$ cat src/rtl/fetch_unit_pkg.sv
// Shared constants for the fetch stage: default widths, reset PC and the
// canonical NOP encoding, plus a small saturating-increment helper used by
// the optional performance counters.
package fetch_unit_pkg;

  localparam int          XLEN_DEFAULT     = 32;
  localparam int          ILEN             = 32;
  localparam logic [31:0] NOP_INSTR        = 32'h0000_0013;  // addi x0, x0, 0
  localparam logic [31:0] RESET_PC_DEFAULT = 32'h0000_0000;

  // Increment a 32-bit event counter, sticking at all-ones instead of wrapping.
  function automatic logic [31:0] sat_inc32(input logic [31:0] value, input logic en);
    if (en && (value != 32'hFFFF_FFFF)) begin
      sat_inc32 = value + 32'd1;
    end else begin
      sat_inc32 = value;
    end
  endfunction

endpackage

$ cat src/rtl/fetch_unit_sync_fifo.sv
// Small synchronous FIFO built from flops. Flush empties it in one cycle and
// takes priority over push/pop. The head entry is presented combinationally
// from the storage flops, so it is stable for as long as it is not popped.
module sync_fifo #(
  parameter int W = 8,
  parameter int D = 4
) (
  input  logic                   i_clk,
  input  logic                   i_reset,
  input  logic                   push,
  input  logic                   pop,
  input  logic                   flush,
  input  logic [W-1:0]           data_in,
  output logic [W-1:0]           data_out,
  output logic [$clog2(D+1)-1:0] count,
  output logic                   empty,
  output logic                   full
);

  localparam int AW = (D > 1) ? $clog2(D) : 1;
  localparam int CW = $clog2(D + 1);

  logic [W-1:0]  mem_q [D];
  logic [W-1:0]  mem_d [D];
  logic [AW-1:0] wr_ptr_q, wr_ptr_d;
  logic [AW-1:0] rd_ptr_q, rd_ptr_d;
  logic [CW-1:0] count_q, count_d;
  logic          do_push_s, do_pop_s;

  // Advance a pointer, wrapping explicitly so non-power-of-two depths work.
  function automatic logic [AW-1:0] ptr_inc(input logic [AW-1:0] p);
    if (p == AW'(D - 1)) begin
      ptr_inc = '0;
    end else begin
      ptr_inc = p + AW'(1);
    end
  endfunction

  assign empty     = (count_q == '0);
  assign full      = (count_q == CW'(D));
  assign count     = count_q;
  assign data_out  = mem_q[rd_ptr_q];
  // A push into a full FIFO is only honoured when the head leaves in the same cycle.
  assign do_push_s = push & (~full | pop);
  assign do_pop_s  = pop & ~empty;

  // Next-state for storage, pointers and occupancy.
  always_comb begin
    mem_d    = mem_q;
    wr_ptr_d = wr_ptr_q;
    rd_ptr_d = rd_ptr_q;
    count_d  = count_q;
    if (flush) begin
      wr_ptr_d = '0;
      rd_ptr_d = '0;
      count_d  = '0;
    end else begin
      if (do_push_s) begin
        mem_d[wr_ptr_q] = data_in;
        wr_ptr_d        = ptr_inc(wr_ptr_q);
      end else begin
        wr_ptr_d = wr_ptr_q;
      end
      if (do_pop_s) begin
        rd_ptr_d = ptr_inc(rd_ptr_q);
      end else begin
        rd_ptr_d = rd_ptr_q;
      end
      count_d = count_q + CW'(do_push_s) - CW'(do_pop_s);
    end
  end

  // State registers with synchronous reset.
  always_ff @(posedge i_clk) begin
    if (i_reset) begin
      mem_q    <= '{default: '0};
      wr_ptr_q <= '0;
      rd_ptr_q <= '0;
      count_q  <= '0;
    end else begin
      mem_q    <= mem_d;
      wr_ptr_q <= wr_ptr_d;
      rd_ptr_q <= rd_ptr_d;
      count_q  <= count_d;
    end
  end

endmodule

$ cat src/rtl/fetch_unit.sv
// Instruction-fetch stage: issues word fetches with several requests in
// flight, buffers returned words with their PCs, and flushes on redirect.
// Responses that belong to abandoned requests (redirect or reset) are
// counted in 'discard' and dropped as they return.
// Optional macro FETCH_PERF_CNT_EN adds stall/bubble/flush event counters.
module fetch_unit
  import fetch_unit_pkg::*;
#(
  parameter int              XLEN            = XLEN_DEFAULT,
  parameter int              FIFO_DEPTH      = 4,
  parameter int              MAX_OUTSTANDING = 2,
  parameter logic [XLEN-1:0] RESET_PC        = XLEN'(RESET_PC_DEFAULT)
) (
  input  logic            i_clk,
  input  logic            i_reset,
  output logic            o_imem_req,
  output logic [XLEN-1:0] o_imem_addr,
  input  logic            i_imem_gnt,
  input  logic            i_imem_rvalid,
  input  logic [ILEN-1:0] i_imem_rdata,
  output logic            o_if_valid,
  output logic [ILEN-1:0] o_if_instr,
  output logic [XLEN-1:0] o_if_pc,
  input  logic            i_if_ready,
  input  logic            i_redirect,
  input  logic [XLEN-1:0] i_redirect_pc
`ifdef FETCH_PERF_CNT_EN
  ,
  output logic [31:0]     o_perf_stall_cycles,
  output logic [31:0]     o_perf_bubble_cycles,
  output logic [31:0]     o_perf_flush_count
`endif
);

  localparam int OW  = $clog2(MAX_OUTSTANDING + 1);
  localparam int FCW = $clog2(FIFO_DEPTH + 1);
  localparam int PW  = ILEN + XLEN;

  logic [XLEN-1:0] fetch_pc_q, fetch_pc_d;
  logic [OW-1:0]   outstanding_q, outstanding_d;
  logic [OW-1:0]   discard_q, discard_d;
  logic [OW-1:0]   outstanding_next_s;

  logic            req_s, grant_s, rvalid_cnt_s, resp_keep_s, inflight_ok_s;
  logic            pf_pop_s, pf_empty_s, pf_full_s;
  logic [FCW-1:0]  pf_count_s;
  logic [PW-1:0]   pf_head_s;
  logic            pcq_empty_s, pcq_full_s;
  logic [OW-1:0]   pcq_count_s;
  logic [XLEN-1:0] pcq_head_s;

  // Every live in-flight request owns a queued PC; the rest are being discarded.
  assign inflight_ok_s = (int'(pcq_count_s) + int'(discard_q)) == int'(outstanding_q);

  // Credit: never let buffered + in-flight words exceed the prefetch FIFO.
  assign req_s = ~i_reset
               & (int'(outstanding_q) < MAX_OUTSTANDING)
               & ((int'(pf_count_s) + int'(outstanding_q)) < FIFO_DEPTH)
               & ~pf_full_s & ~pcq_full_s & inflight_ok_s;

  assign grant_s            = req_s & i_imem_gnt;
  assign rvalid_cnt_s       = i_imem_rvalid & (outstanding_q != '0);
  assign outstanding_next_s = outstanding_q + OW'(grant_s) - OW'(rvalid_cnt_s);
  assign resp_keep_s        = i_imem_rvalid & (discard_q == '0) & ~i_redirect & ~pcq_empty_s;
  assign pf_pop_s           = ~pf_empty_s & i_if_ready & ~i_redirect;

  assign o_imem_req  = req_s;
  assign o_imem_addr = fetch_pc_q;
  assign o_if_valid  = ~pf_empty_s;
  assign o_if_instr  = pf_empty_s ? NOP_INSTR : pf_head_s[PW-1:XLEN];
  assign o_if_pc     = pf_empty_s ? '0 : pf_head_s[XLEN-1:0];

  // Fetch PC, in-flight count and discard count; reset and redirect both
  // turn everything still in flight into responses to be discarded.
  always_comb begin
    fetch_pc_d    = fetch_pc_q;
    outstanding_d = outstanding_next_s;
    discard_d     = discard_q;
    if (i_reset) begin
      fetch_pc_d = RESET_PC;
      discard_d  = outstanding_next_s;
    end else if (i_redirect) begin
      fetch_pc_d = {i_redirect_pc[XLEN-1:2], 2'b00};
      discard_d  = outstanding_next_s;
    end else begin
      if (grant_s) begin
        fetch_pc_d = fetch_pc_q + XLEN'(4);
      end else begin
        fetch_pc_d = fetch_pc_q;
      end
      if (i_imem_rvalid && (discard_q != '0)) begin
        discard_d = discard_q - OW'(1);
      end else begin
        discard_d = discard_q;
      end
    end
  end

  // Fetch-control registers (reset is folded into the next-state logic).
  always_ff @(posedge i_clk) begin
    fetch_pc_q    <= fetch_pc_d;
    outstanding_q <= outstanding_d;
    discard_q     <= discard_d;
  end

  // PCs of granted requests, consumed in order as their responses return.
  sync_fifo #(.W(XLEN), .D(MAX_OUTSTANDING)) u_pc_queue (
    .i_clk    (i_clk),
    .i_reset  (i_reset),
    .push     (grant_s & ~i_redirect),
    .pop      (resp_keep_s),
    .flush    (i_redirect),
    .data_in  (fetch_pc_q),
    .data_out (pcq_head_s),
    .count    (pcq_count_s),
    .empty    (pcq_empty_s),
    .full     (pcq_full_s)
  );

  // Prefetch buffer of {instruction, pc} toward decode.
  sync_fifo #(.W(PW), .D(FIFO_DEPTH)) u_prefetch (
    .i_clk    (i_clk),
    .i_reset  (i_reset),
    .push     (resp_keep_s),
    .pop      (pf_pop_s),
    .flush    (i_redirect),
    .data_in  ({i_imem_rdata, pcq_head_s}),
    .data_out (pf_head_s),
    .count    (pf_count_s),
    .empty    (pf_empty_s),
    .full     (pf_full_s)
  );

`ifdef FETCH_PERF_CNT_EN
  logic [31:0] stall_q, stall_d, bubble_q, bubble_d, flush_q, flush_d;

  // Saturating event counters for decode stalls, empty-buffer bubbles and flushes.
  always_comb begin
    stall_d  = stall_q;
    bubble_d = bubble_q;
    flush_d  = flush_q;
    if (i_reset) begin
      stall_d  = 32'd0;
      bubble_d = 32'd0;
      flush_d  = 32'd0;
    end else begin
      stall_d  = sat_inc32(stall_q, ~pf_empty_s & ~i_if_ready);
      bubble_d = sat_inc32(bubble_q, pf_empty_s);
      flush_d  = sat_inc32(flush_q, i_redirect);
    end
  end

  // Counter registers.
  always_ff @(posedge i_clk) begin
    stall_q  <= stall_d;
    bubble_q <= bubble_d;
    flush_q  <= flush_d;
  end

  assign o_perf_stall_cycles  = stall_q;
  assign o_perf_bubble_cycles = bubble_q;
  assign o_perf_flush_count   = flush_q;
`endif

endmodule

$ cat config.mk
export PLATFORM = sky130hd
export DESIGN_NAME = fetch_unit
export DESIGN_NICKNAME = d
export VERILOG_FILES = /design/src/rtl/fetch_unit_pkg.sv /design/src/rtl/fetch_unit_sync_fifo.sv /design/src/rtl/fetch_unit.sv
export SDC_FILE = /design/constraint.sdc
export NUM_CORES = 1
export LEC_CHECK = 0
export ABC_AREA = 1
export CAP_MARGIN = 20
export CORE_MARGIN = 5
export CORE_UTILIZATION = 37
export CTS_CLUSTER_SIZE = 10
export DETAILED_ROUTE_END_ITERATION = 10
export HOLD_SLACK_MARGIN = 0.15
export PLACE_DENSITY = 0.62
export SLEW_MARGIN = 10
export SYNTH_ARGS = -nofsm -noshare
export SYNTH_HDL_FRONTEND = slang
export SYNTH_HIERARCHICAL = 1
export SYNTH_SLANG_ARGS = --single-unit
$ cat constraint.sdc
create_clock -name i_clk -period 3 [get_ports i_clk]
set_input_delay 0.3 -clock i_clk [delete_from_list [all_inputs] [get_ports i_clk]]
set_output_delay 0.3 -clock i_clk [all_outputs]
set_load 0.005 [all_outputs]
Word level (Yosys, flattened, before mapping)
Index checks and enable logic that the tools add are counted.
- add/subtract/negate cells: 14
- multipliers: 0
- div/mod/pow operators: 0
- $lt $le $gt $ge: 8
- equal/unequal tests: 5
- shift operators: 0
- muxes and demuxes: 23
- bitwise operators: 29
- reduce and logical (&&, ||, !) cells: 13
- operators with widths (cell ; number):
    bitwise mux 256 bit ; 1
    two-way mux 32 bit ; 8
    two-way mux 64 bit ; 3
    binary-select mux 64 bit (select 2 bit) ; 1
    demux 64 bit (select 2 bit) ; 1
    bitwise mux 64 bit ; 1
    adder 32 x 3 -> 32 bit, second input constant ; 1
    demux 32 bit (select 1 bit) ; 1
    AND 1 bit ; 17
    two-way mux 2 bit ; 5
    equality test 2 bit, second input constant ; 3
    >= comparator 3 bit, second input constant ; 2
    inverter 1 bit ; 6
    inverter 2 -> 3 bit ; 2
    nonzero test 2 bit ; 3
    adder 2 x 1 -> 2 bit ; 2
    adder 2 x 1 -> 2 bit, second input constant ; 2
    adder 3 x 2 -> 4 bit ; 1
    >= comparator 2 bit, second input constant ; 2
    logical NOT 2 bit ; 2
    < comparator 4 x 3 -> 1 bit, second input constant ; 1
    inverter 1 -> 2 bit ; 2
    AND reduction 2 bit ; 2
    subtractor 2 x 1 -> 2 bit ; 2
    other kinds (16) ; 21
- register bits: 367
- latch bits: 0
- bits in writable memories: 0
- ROM bits: 0
- memories kept: 0

Depth between registers and ports, before layout
Gate-level depths: netlist of the first run.
- depth after elaboration: 11
- mapped depth: 16
- mapped depth without buffers: 15

Modules after synthesis
The synthesis of the first run kept the hierarchy.
- by module, submodules not included (module ; instances ; cells an instance ; area each (um^2)):
    sync_fifo (u_prefetch) ; 1 ; 2041 ; 12802.3
    sync_fifo (u_pc_queue) ; 1 ; 574 ; 3823.7
    fetch_unit ; 1 ; 598 ; 3186.8

Worst setup path before layout of the first run
OpenSTA, ideal clock, no wires.
- path type: register -> register
- from: reg discard_q[0]
- to: reg u_pc_queue.count_q[1], in the netlist u_pc_queue/count[1]
- library setup time: 70 ps
- arrival: 2787 ps
- slack: 143 ps
- stages on the path, launching flop included: 16
- buffers on the path: 1
- period minus slack after synthesis: 2857 ps
- path through: edfxtp_1 -> ha_1 -> fa_1 -> nor2_1 -> nand2_1 -> nor2_2 -> nand4_4 -> clkinv_4 -> buf_6 -> nand2_4 -> ha_1 -> inv_1 -> ha_1 -> xnor2_1 -> or2_2 -> a21oi_1
- word-level cells in the longest chain between the ends: 8
- elaborated cells on any way between the ends: 14
- those cells by class: add/sub (3); eq/ne (1); bitwise (9); reduce/logical (1)
- RTL lines (item ; line ; source):
    start, declared ; fetch_unit.sv:41 ; logic [OW-1:0] discard_q, discard_d;
    start signal, assigned ; fetch_unit.sv:103 ; discard_q <= discard_d;
    adder 2 x 2 -> 3 bit or logical NOT 2 bit (tied branches) ; fetch_unit.sv:53, fetch_unit.sv:64 ;
    equality test 3 x 2 -> 1 bit or AND 1 bit (tied branches) ; fetch_unit.sv:53, fetch_unit.sv:64 ;
    AND 1 bit, on equally long branches ; fetch_unit.sv:59, fetch_unit.sv:64 ;
    AND 1 bit, on equally long branches ; fetch_unit.sv:61, fetch_unit.sv:64 ;
    AND 1 bit or bitwise OR 1 bit (tied branches) ; fetch_unit.sv:110, fetch_unit_sync_fifo.sv:44 ;
    AND 1 bit ; fetch_unit_sync_fifo.sv:44 ; assign do_push_s = push & (~full | pop);
    adder 2 x 1 -> 2 bit ; fetch_unit_sync_fifo.sv:69 ; count_d = count_q + CW'(do_push_s) - CW'(do_pop_s);
    subtractor 2 x 1 -> 2 bit * ; fetch_unit_sync_fifo.sv:69 ;
    end signal, assigned ; fetch_unit_sync_fifo.sv:84 ; count_q <= count_d;
    end, declared ; fetch_unit_sync_fifo.sv:27 ; logic [CW-1:0] count_q, count_d;
Mark *: on every way between the ends. The rest lies on a longest branch, timed or not.
A chain may end at the register's enable or synchronous reset.

Final worst setup path of the first run
- from: reg u_prefetch.rd_ptr_q[0]
- to: out o_if_pc[9]
- word-level cells in the longest chain between the ends: 5
- RTL lines (item ; line ; source):
    start, declared ; fetch_unit_sync_fifo.sv:26 ; logic [AW-1:0] rd_ptr_q, rd_ptr_d;
    start signal, assigned ; fetch_unit_sync_fifo.sv:83 ; rd_ptr_q <= rd_ptr_d;
    inverter 2 -> 3 bit (implied by the code) ; fetch_unit_sync_fifo.sv:42 ; assign data_out = mem_q[rd_ptr_q];
    binary-select mux 64 bit (select 2 bit) ; fetch_unit_sync_fifo.sv:42 ;
    two-way mux 64 bit (implied by the code) (2 in a row) ; fetch_unit_sync_fifo.sv:42 ;
    via pf_head_s[9] ; fetch_unit.sv:47 ; logic [PW-1:0] pf_head_s;
    two-way mux 32 bit ; fetch_unit.sv:71 ; assign o_if_pc = pf_empty_s ? '0 : pf_head_s[XLEN-1:0];
    end, declared ; fetch_unit.sv:23 ; output logic [XLEN-1:0] o_if_pc,
The timed path passes the listed nets, and every way through them passes these cells. The select of a mux whose other input is x is not followed.

==> results of run 1 <==
## power by group
| group | switching (W) | leakage [nW] | internal (W) | total, W |
|---|---|---|---|---|
| Sequential | 0.000111 | 2.95 | 0.00494 | 0.00505 |
| Combinational | 0.000486 | 7.70 | 0.000339 | 0.000825 |
| Clock | 0.00208 | 0.649 | 0.00291 | 0.00499 |
| Total | 0.00268 | 11.3 | 0.00819 | 0.0109 |
## metal layers
layer  wire length [um]  vias to the layer above  track usage, %
li1                   -                     9642               -
met1              25200                     7668            24.3
met2              22100                      321            27.1
met3               2450                       60            2.35
met4                871                        0            4.15
met5                  0                        -               0
## worst paths after layout
check | cells past startpoint | end
max | 6 | o_if_pc[9]
min reg2reg | 4 | u_prefetch/mem_q[66]$_SDFFE_PP0P_
max reg2reg | 15 | u_pc_queue/count[1]$_SDFF_PP0_
min | 5 | o_imem_addr[22]$_SDFFE_PP0P_
## area by class of cell
type                            count  share of cell area, %
Clock inverter                      6                  0.243
Multi-Input combinational cell   2157                   40.6
Timing Repair inverter              1                 0.0216
Inverter                          521                   8.56
Sequential cell                   365                   31.7
Tap cell                          688                   3.72
Timing Repair Buffer              207                   9.70
Clock buffer                       64                   5.47
## cells by family after synthesis
group	after synthesis	share of synthesized area, %
AO/OA/AOI/OAI	339	8.65
AND/OR/NAND/NOR	1781	36.7
XOR/XNOR	14	0.619
flip-flops	365	37.0
buffers and inverters	696	15.8
adder cells (fa/ha/maj)	17	1.15
other	1	0.0189
## flip-flops by register name, indices dropped and copies added (netlist names)
register,cells
outstanding_q,2
o_imem_addr,30
u_prefetch/mem_q,256
u_prefetch/count,3
u_prefetch/rd_ptr_q,2
u_pc_queue/count,2
u_pc_queue/rd_ptr_q,1
u_pc_queue/wr_ptr_q,1
discard_q,2
u_pc_queue/mem_q,64
u_prefetch/wr_ptr_q,2
## per-stage QoR
| stage | area [um2] | instances |
|---|---|---|
| finish | 23200 | 4009 |
| global route | 23200 | 4009 |
| CTS | 23100 | 4008 |
| detailed placement | 21800 | 3935 |
| global placement | 21800 | 3935 |
| floorplan | 19800 | 3218 |
## repair_timing
action | in CTS | in global routing
endpoints found under the hold margin | 1 | 0
hold buffers | 1 | 0
pin swaps | 1 | 0
cloned | 0 | 1
buffers inserted | 2 | 0
resized for setup | 2 | 3
endpoints found under the setup margin | 11 | 5
## critical path: cells and delay by family (launching register included)
family | cells | cell delay (ps)
buf+inv | 3 | 1000
flops | 1 | 400
simple gates | 1 | 300
compound gates | 2 | 290
## layout by cell type (no fill, tap or decap), types with 3 or more instances in the layout
cell / netlist / routed
buf_4: 12 / 20
nand2_1: 907 / 907
a21oi_1: 225 / 225
dfxtp_2: 0 / 3
clkbuf_8: 0 / 7
inv_1: 481 / 478
inv_6: 1 / 3
nand3_1: 68 / 68
or2_2: 4 / 4
nor2_4: 2 / 3
xor2_1: 10 / 10
nor2_1: 706 / 705
dfxtp_1: 363 / 360
ha_1: 15 / 15
inv_2: 38 / 38
a21oi_2: 4 / 4
clkdlybuf4s50_1: 0 / 162
nand2_2: 6 / 6
nand3_2: 4 / 4
clkinv_2: 0 / 4
nand4_4: 2 / 6
nand2_4: 31 / 31
xnor2_1: 4 / 4
buf_12: 3 / 23
o21ai_0: 109 / 109
nor2_2: 38 / 38
clkbuf_16: 0 / 45
conb_1: 1 / 6
clkbuf_1: 71 / 12
==> impl_metrics.ini, run 1 <==
[floorplanning]
core_area_um2 = 52800
rows = 84
die_area_um2 = 58300
die_x_um = 241
initial_core_util_pct = 37.6
die_y_um = 241
pin_count = 168

[placed_design]
pre_cts_ws_ps = 152
place_hpwl_mm = 30.8
gp_congestion = 0.820
io_buffers = 163

[synthesis]
synth_top_area_share_pct = 36.7
synthTopCellsByArea = dfxtp_1 37%, nand2_1 17%, nor2_1 13%
ys_ff_latch = 365
synth_area_per_cell_um2 = 6.17
ys_seq_area_share_pct = 37.0
yosysWarnings = 6
mappedNetlistArea_um2 = 19800
yosysTopAreaCell = dfxtp_1
syn_inst = 3213
yosys_most_used_dff = dfxtp_1
synth_edf_count = 2
synth-async-reset-ratio_pct = 0
post-synth-top-count-cell = nand2_1
synth_common_cells = 907 x nand2_1, 706 x nor2_1, 481 x inv_1
ys_types = 39

[grt]
grt_max_degree = 110
grt_pass1_wl_mm = 82.4
first_global_vias = 15900
antenna_found_initial = 0
grt_util_all_layers_pct = 17.0
overflow = 0

[clock_network]
clkLatencyLatePin_ps = 580
cts_buffers = 45
clockBufferDepth = 3
clk_root_buffer_cell = clkbuf_16
htree_levels = 2
cts.clk_slew.worst_paths_ps = 60
cts_tree = built
numClockSinks = 365

[timing]
max_slew_margin_pct = 37.9
layout_setup_ws_ps = 120
min_period_ps = 2880
worstMarginPinSlew_ps = 922
final-max-slew-violation-count = 0
finalSetupViolations = 0
rsz0062_at_grt = no
period_share_pct = 96.0
finalSetupTns_ps = 0
clock.fmax_mhz = 347
holdWs_ps = 373
hold_violations = 0
finalClockSkew_ps = 23.5

[worst_hold_path]
worstHoldPathType = in2reg
hp-start = i_redirect_pc[22]

[route]
dr.first_iter.drc_count = 1084
ant_nets = 0
drc = 0
num_vias = 17700
drt-total-wl_mm = 50.7
wl_per_cell_um = 12.6
via_per_inst = 4.41
dr.pass1.iters = 5

[finish]
antenna_cells = 0
drive_gt1_share_pct = 7.44
area_growth_pct = 16.9
fin_util_pct = 43.9
nets = 3385
regArea_um2 = 7330
nFillCells = 5594
multi_input_area_um2 = 9410

[critical_path]
critPathKind = reg2out
startpoint_type = flip-flop
arrival_ps = 2580
required_ps = 2700
path_max_fanout = 66
crit_path_end_kind = output pin
reg2reg_slack_ps = 180
cp_cell_sequence = buf_12, a21oi_1, a21oi_1, inv_1, nor2_1, clkdlybuf4s50_1
r2r_start = discard_q[0]$_DFFE_PP_
crit_path_start = u_prefetch/rd_ptr_q[0]$_SDFFE_PP0P_
cp_slowest_stage_delay_ps = 580
path_common_cell = a21oi_1
critPathSlowestCell = clkdlybuf4s50_1

[run]
drv_cap = 0

[pwr]
p_per_area_nw_per_um2 = 469
power_leakage_nw = 11.3
power_w = 0.0109
vdd.ir_drop.worst_uv = 401

[outcome]
status = complete, no violations
(Power assumes the default switching activity.)
==> inputs of run 2 (changes only) <==
Settings changed: MAX_ROUTING_LAYER set to met4.
==> run 2 against run 1 <==
  * Non-clock buffer count is the same
  * Via count grew 0.12%
  * Final cell count is the same
  * First-iteration DRC count grew 3.0%
  * Highest routed layer unchanged
==> impl_metrics.ini, run 2 (synthesis results as in run 1) <==
[outcome]
status = complete, no violations

[worst_hold_path]
worstHoldPathType = in2reg

[grt]
first_global_vias = 15900
grt_max_degree = 110
grt_pass1_wl_mm = 82.4
grt_util_all_layers_pct = 17.5
antenna_found_initial = 0
overflow = 0

[timing]
hold_violations = 0
max_slew_margin_pct = 37.9
rsz0062_at_grt = no
period_share_pct = 96.2
final-max-slew-violation-count = 0
finalSetupViolations = 0
finalClockSkew_ps = 19.9
clock.fmax_mhz = 347
layout_setup_ws_ps = 114
min_period_ps = 2890
worstMarginPinSlew_ps = 922
finalSetupTns_ps = 0

[route]
drc = 0
ant_nets = 0
drt-total-wl_mm = 50.6
num_vias = 17700
dr.pass1.iters = 5
via_per_inst = 4.42
dr.first_iter.drc_count = 1117
wl_per_cell_um = 12.6

[floorplanning]
initial_core_util_pct = 37.6
die_y_um = 241
pin_count = 168
rows = 84
core_area_um2 = 52800
die_area_um2 = 58300
die_x_um = 241

[pwr]
p_per_area_nw_per_um2 = 469
power_w = 0.0109
power.net_switching_w = 0.00267
vdd.ir_drop.worst_uv = 404
p_seq_share_pct = 46.5
power.share.combinational_pct = 7.6
intPower_w = 0.00819
power_leakage_nw = 11.3
swShare_pct = 24.6
power_frac_clock_pct = 45.9

[placed_design]
pre_cts_ws_ps = 152
gp_congestion = 0.834
io_buffers = 163
place_hpwl_mm = 30.8

[finish]
regArea_um2 = 7330
multi_input_area_um2 = 9410
area_growth_pct = 16.9
nets = 3385
antenna_cells = 0
largest_register_ffs = 256
drive_gt1_share_pct = 7.44
final_common_cell = nand2_1
final_cell_mix = 907 x nand2_1, 705 x nor2_1, 478 x inv_1, 360 x dfxtp_1, 225 x a21oi_1
nFillCells = 5594
top_register = u_prefetch/mem_q

[clock_network]
clk_root_buffer_cell = clkbuf_16
cts_buffers = 45
cts_tree = built
cts.clk_slew.worst_paths_ps = 50
htree_levels = 2
clkLatencyLatePin_ps = 580
clockBufferDepth = 3
numClockSinks = 365

[critical_path]
path_common_cell = a21oi_1
critPathSlowestCell = clkdlybuf4s50_1
cp_slowest_stage_delay_ps = 580
arrival_ps = 2590
crit_path_end_kind = output pin
critPathKind = reg2out
startpoint_type = flip-flop
required_ps = 2700
cp_cell_sequence = buf_12, a21oi_1, a21oi_1, inv_1, nor2_1, clkdlybuf4s50_1
path_max_fanout = 66

[run]
drv_cap = 0
[run 2: cell counts in the layout (fill, tap and decap cells not counted)]
No cell type changed its count.
[run 2: final cells by class]
cell class / instances / area share (%)
Clock inverter: 6 / 0.243
Tap cell: 688 / 3.72
Timing Repair inverter: 1 / 0.0216
Multi-Input combinational cell: 2157 / 40.6
Inverter: 521 / 8.56
Clock buffer: 64 / 5.47
Sequential cell: 365 / 31.7
Timing Repair Buffer: 207 / 9.70
[run 2: path summary, 6_finish.rpt]
check | cells past startpoint | endpoint | slack [ps] | start
setup / recovery | 6 | o_if_pc[9] | 110 | u_prefetch/rd_ptr_q[0]$_SDFFE_PP0P_
hold / removal | 5 | o_imem_addr[22]$_SDFFE_PP0P_ | 370 | i_redirect_pc[22]
setup reg to reg | 15 | u_pc_queue/count[1]$_SDFF_PP0_ | 180 | discard_q[0]$_DFFE_PP_
hold reg to reg | 4 | u_pc_queue/mem_q[12]$_SDFFE_PP0P_ | 510 | u_pc_queue/mem_q[12]$_SDFFE_PP0P_
[run 2: timing repair]
| action | 4_1_cts | 5_1_grt |
|---|---|---|
| hold buffers | 1 | 0 |
| resized for setup | 2 | 3 |
| setup endpoints to repair | 11 | 5 |
| setup buffers | 2 | 0 |
| pin swaps | 1 | 0 |
| endpoints found under the hold margin | 1 | 0 |
| gates cloned | 0 | 1 |
[run 2: worst max-delay path, delay by kind of cell (launching register included)]
| family | cells | cell delay, ps |
|---|---|---|
| simple gates | 1 | 300 |
| flops | 1 | 400 |
| compound gates | 2 | 290 |
| buf+inv | 3 | 1000 |
[run 2: power by group through the flow]
stage / logic [W] / clock network (W) / registers, W
after floorplan: 0.000511 / 0 / 0.00511
after global placement: 0.000799 / 0 / 0.00516
after detailed placement: 0.000803 / 0 / 0.00516
after CTS: 0.000834 / 0.00516 / 0.00505
after global routing: 0.000931 / 0.00537 / 0.00506
final: 0.000825 / 0.00498 / 0.00505
[run 2: per-stage QoR]
stage | util [%] | cell area, um2 | hold WS [ps] | std cells
after floorplan | - | 19800 | 435 | 3218
final | 43.9 | 23200 | 373 | 4009
after CTS | 43.9 | 23100 | 332 | 4008
after global placement | 41.3 | 21800 | 499 | 3935
after detailed placement | 41.3 | 21800 | 497 | 3935
after global routing | 43.9 | 23200 | 394 | 4009
[run 2: metal layers]
metal / share of wire [%] / global-route usage (%) / vias to the layer above / wire (um)
li1: - / - / 9642 / -
met1: 49 / 24.4 / 7656 / 25000
met2: 44 / 27.2 / 353 / 22200
met3: 5.0 / 2.13 / 61 / 2550
met4: 1.7 / 4.15 / 0 / 842
met5: 0 / - / - / 0
==> inputs of run 3 (changes only) <==
Settings changed: ABC_AREA 1 to unset, PLACE_DENSITY 0.62 to 0.63.
==> run 3 against run 2 <==
  * The flow now finishes with violations (negative setup slack)
  * Count of clock-buffer cells in the layout decreased by 5
  * Clock skew down 5.4 ps
  * Non-clock buffer count rose by 17
  * Largest cell class unchanged
==> impl_metrics.ini, run 3 <==
[synthesis]
synth-async-reset-ratio_pct = 0
syn_inst = 1662
synth_edf_count = 2
ys_ff_latch = 365
yosys.area_share.simple_pct = 21.7
ys_types = 48
synthTopCellsByArea = dfxtp_1 41%, mux2i_1 18%, nand2b_1 15%
post-synth-top-count-cell = nand2b_1
synth_adder_area_share_pct = 1.28
yosys_most_used_dff = dfxtp_1
synth_xor_area_share_pct = 1.09
yosysTopAreaCell = dfxtp_1
synth_top_family_by_area = multiplexers
synth_compound_area_share_pct = 2.23
ys_seq_area_share_pct = 41.3
yosysWarnings = 6
mappedNetlistArea_um2 = 17800
synth_common_cells = 417 x nand2b_1, 363 x dfxtp_1, 323 x mux2i_1
synth_area_per_cell_um2 = 10.7
synth_mux_area_share_pct = 28.4
synth_top_area_share_pct = 40.9

[clock_network]
htree_levels = 2
cts_buffers = 44
clockBufferDepth = 3
cts_tree = built
clk_root_buffer_cell = clkbuf_16
clkLatencyLatePin_ps = 560
cts.clk_slew.worst_paths_ps = 60
numClockSinks = 365

[route]
drc = 0
num_vias = 12300
dr.pass1.iters = 5
wl_per_cell_um = 17.8
via_per_inst = 5.05
ant_nets = 0
drt-total-wl_mm = 43.5
dr.first_iter.drc_count = 595

[placed_design]
io_buffers = 163
place_hpwl_mm = 27.2
pre_cts_ws_ps = -40.0
gp_congestion = 0.816

[grt]
antenna_found_initial = 0
first_global_vias = 13000
grt_max_degree = 154
overflow = 0
grt_util_all_layers_pct = 16.5
grt_pass1_wl_mm = 70.0

[worst_hold_path]
hold_depth = 3
hp-start = i_redirect_pc[23]
worstHoldPathType = in2reg

[critical_path]
cp_cell_sequence = ha_2, fa_2, nor4_4, nand2_2, buf_6, or4_4, buf_6, or3_4, a311oi_2
path_common_cell = buf_6
endpoint = o_imem_addr[30]$_SDFFE_PP0P_
arrival_ps = 3480
r2r_end = o_imem_addr[30]$_SDFFE_PP0P_
reg2reg_depth = 9
path_max_fanout = 4
critPathKind = reg2reg
crit_path_start = discard_q[0]$_DFFE_PP_
reg2reg_slack_ps = -20
r2r_start = discard_q[0]$_DFFE_PP_
required_ps = 3460
crit_path_end_kind = flip-flop
cp_slowest_stage_delay_ps = 510
startpoint_type = flip-flop
critPathSlowestCell = or4_4

[finish]
area_growth_pct = 22.5
final_cell_mix = 416 x nand2b_1, 359 x dfxtp_1, 323 x mux2i_1, 161 x clkdlybuf4s50_1, 64 x mux4_2
regArea_um2 = 7340
drive_gt1_share_pct = 14.6
largest_register_ffs = 256
multi_input_area_um2 = 9950
final_common_cell = nand2b_1
nFillCells = 4414
nets = 1894
antenna_cells = 0
fin_util_pct = 45.6
top_register = u_prefetch/mem_q

[pwr]
p_per_area_nw_per_um2 = 495
power_w = 0.0108
power_frac_clock_pct = 45.2
power_leakage_nw = 8.70
p_seq_share_pct = 46.5
swShare_pct = 23.3
power.share.combinational_pct = 8.3
vdd.ir_drop.worst_uv = 304
power.net_switching_w = 0.00251
intPower_w = 0.00826

[floorplanning]
pin_count = 168
die_x_um = 229
die_y_um = 229
rows = 80
core_area_um2 = 47600
initial_core_util_pct = 37.3
die_area_um2 = 52500

[timing]
layout_setup_ws_ps = -20.3
worstMarginPinSlew_ps = 1010
hold_violations = 0
min_period_ps = 3020
final-max-slew-violation-count = 0
clock.fmax_mhz = 331
rsz0062_at_grt = yes
finalSetupViolations = 3
finalClockSkew_ps = 14.5
period_share_pct = 101
max_slew_margin_pct = 32.6

[outcome]
status = finished, violations left
violations = negative setup slack

[run]
drv_cap = 0
[run 3: changes by cell type in the layout (fill, tap and decap cells not counted), sizes merged, moves of 15 or more]
cell    change
nand3      -58
xnor2      +17
mux4       +64
o21ai      -89
nand2     -917
mux2       +32
mux2i     +323
nand2b    +417
a21oi     -225
nor2b      +63
nor2      -717
inv       -498
buf        +15
[run 3: metrics by stage]
step	cells	cell area (um2)	TNS (ps)	hold slack (ps)
floorplan	1665	17800	-1550	377
global placement	2360	20100	0	455
detailed placement	2360	20100	-742	459
CTS	2427	21400	0	272
global route	2440	21700	-2640	305
finish	2440	21700	-46.7	308
[run 3: what timing repair did]
item                                   in CTS  in global routing
hold buffers                                1                  0
cloned                                      1                  1
setup endpoints to repair                  42                 24
endpoints found under the hold margin       9                  0
buffers inserted                            1                 10
pin swaps                                   3                 16
gates resized for setup                     4                 38
[run 3: how the worst min path moves through the flow]
stage	to	slack [ps]
after floorplan	u_prefetch/count[2]$_SDFF_PP0_	380
after global placement	u_pc_queue/mem_q[5]$_SDFFE_PP0P_	450
after detailed placement	u_pc_queue/mem_q[7]$_SDFFE_PP0P_	460
after CTS	o_imem_addr[23]$_SDFFE_PP0P_	270
after global routing	o_imem_addr[23]$_SDFFE_PP0P_	310
final	o_imem_addr[23]$_SDFFE_PP0P_	310
[run 3: cell families after synthesis]
| family | Yosys count |
|---|---|
| xor+xnor | 22 |
| mux | 419 |
| simple gates | 632 |
| flops | 365 |
| buf+inv | 148 |
| compound gates | 58 |
| other cells | 1 |
| fa+ha+maj | 17 |
[run 3: layout make-up]
| cell class | instances | share of cell area, % |
|---|---|---|
| multi-input combinational | 1152 | 45.8 |
| sequential | 365 | 33.7 |
| clock inverter | 5 | 0.265 |
| inverter | 20 | 0.345 |
| clock buffer | 59 | 5.56 |
| timing repair buffer | 224 | 10.8 |
| tap | 615 | 3.54 |
[run 3: power by group through the flow]
| stage | combinational [W] | sequential (W) | clock (W) |
|---|---|---|---|
| global route | 0.000975 | 0.00501 | 0.00521 |
| finish | 0.000899 | 0.00501 | 0.00486 |
| floorplan | 0.000512 | 0.00509 | 0 |
| detailed placement | 0.000829 | 0.00511 | 0 |
| global placement | 0.000808 | 0.00511 | 0 |
| CTS | 0.000841 | 0.00500 | 0.00502 |
[run 3: critical path: cells and delay by family, from the launching register on]
| kind | cells | cell delay [ps] |
|---|---|---|
| AO/OA/AOI/OAI | 1 | 250 |
| flip-flops | 1 | 390 |
| buffers and inverters | 2 | 290 |
| AND/OR/NAND/NOR | 4 | 1320 |
| adder cells (fa/ha/maj) | 2 | 690 |
[run 3: per-layer routing]
metal  part of all wire [%]  vias to the layer above  GRT usage, %
met4                    2.2                        0          4.59
li1                       -                     5994             -
met2                     46                      242          26.0
met5                      0                        -             -
met3                    4.1                       65          2.58
met1                     48                     6018          22.3
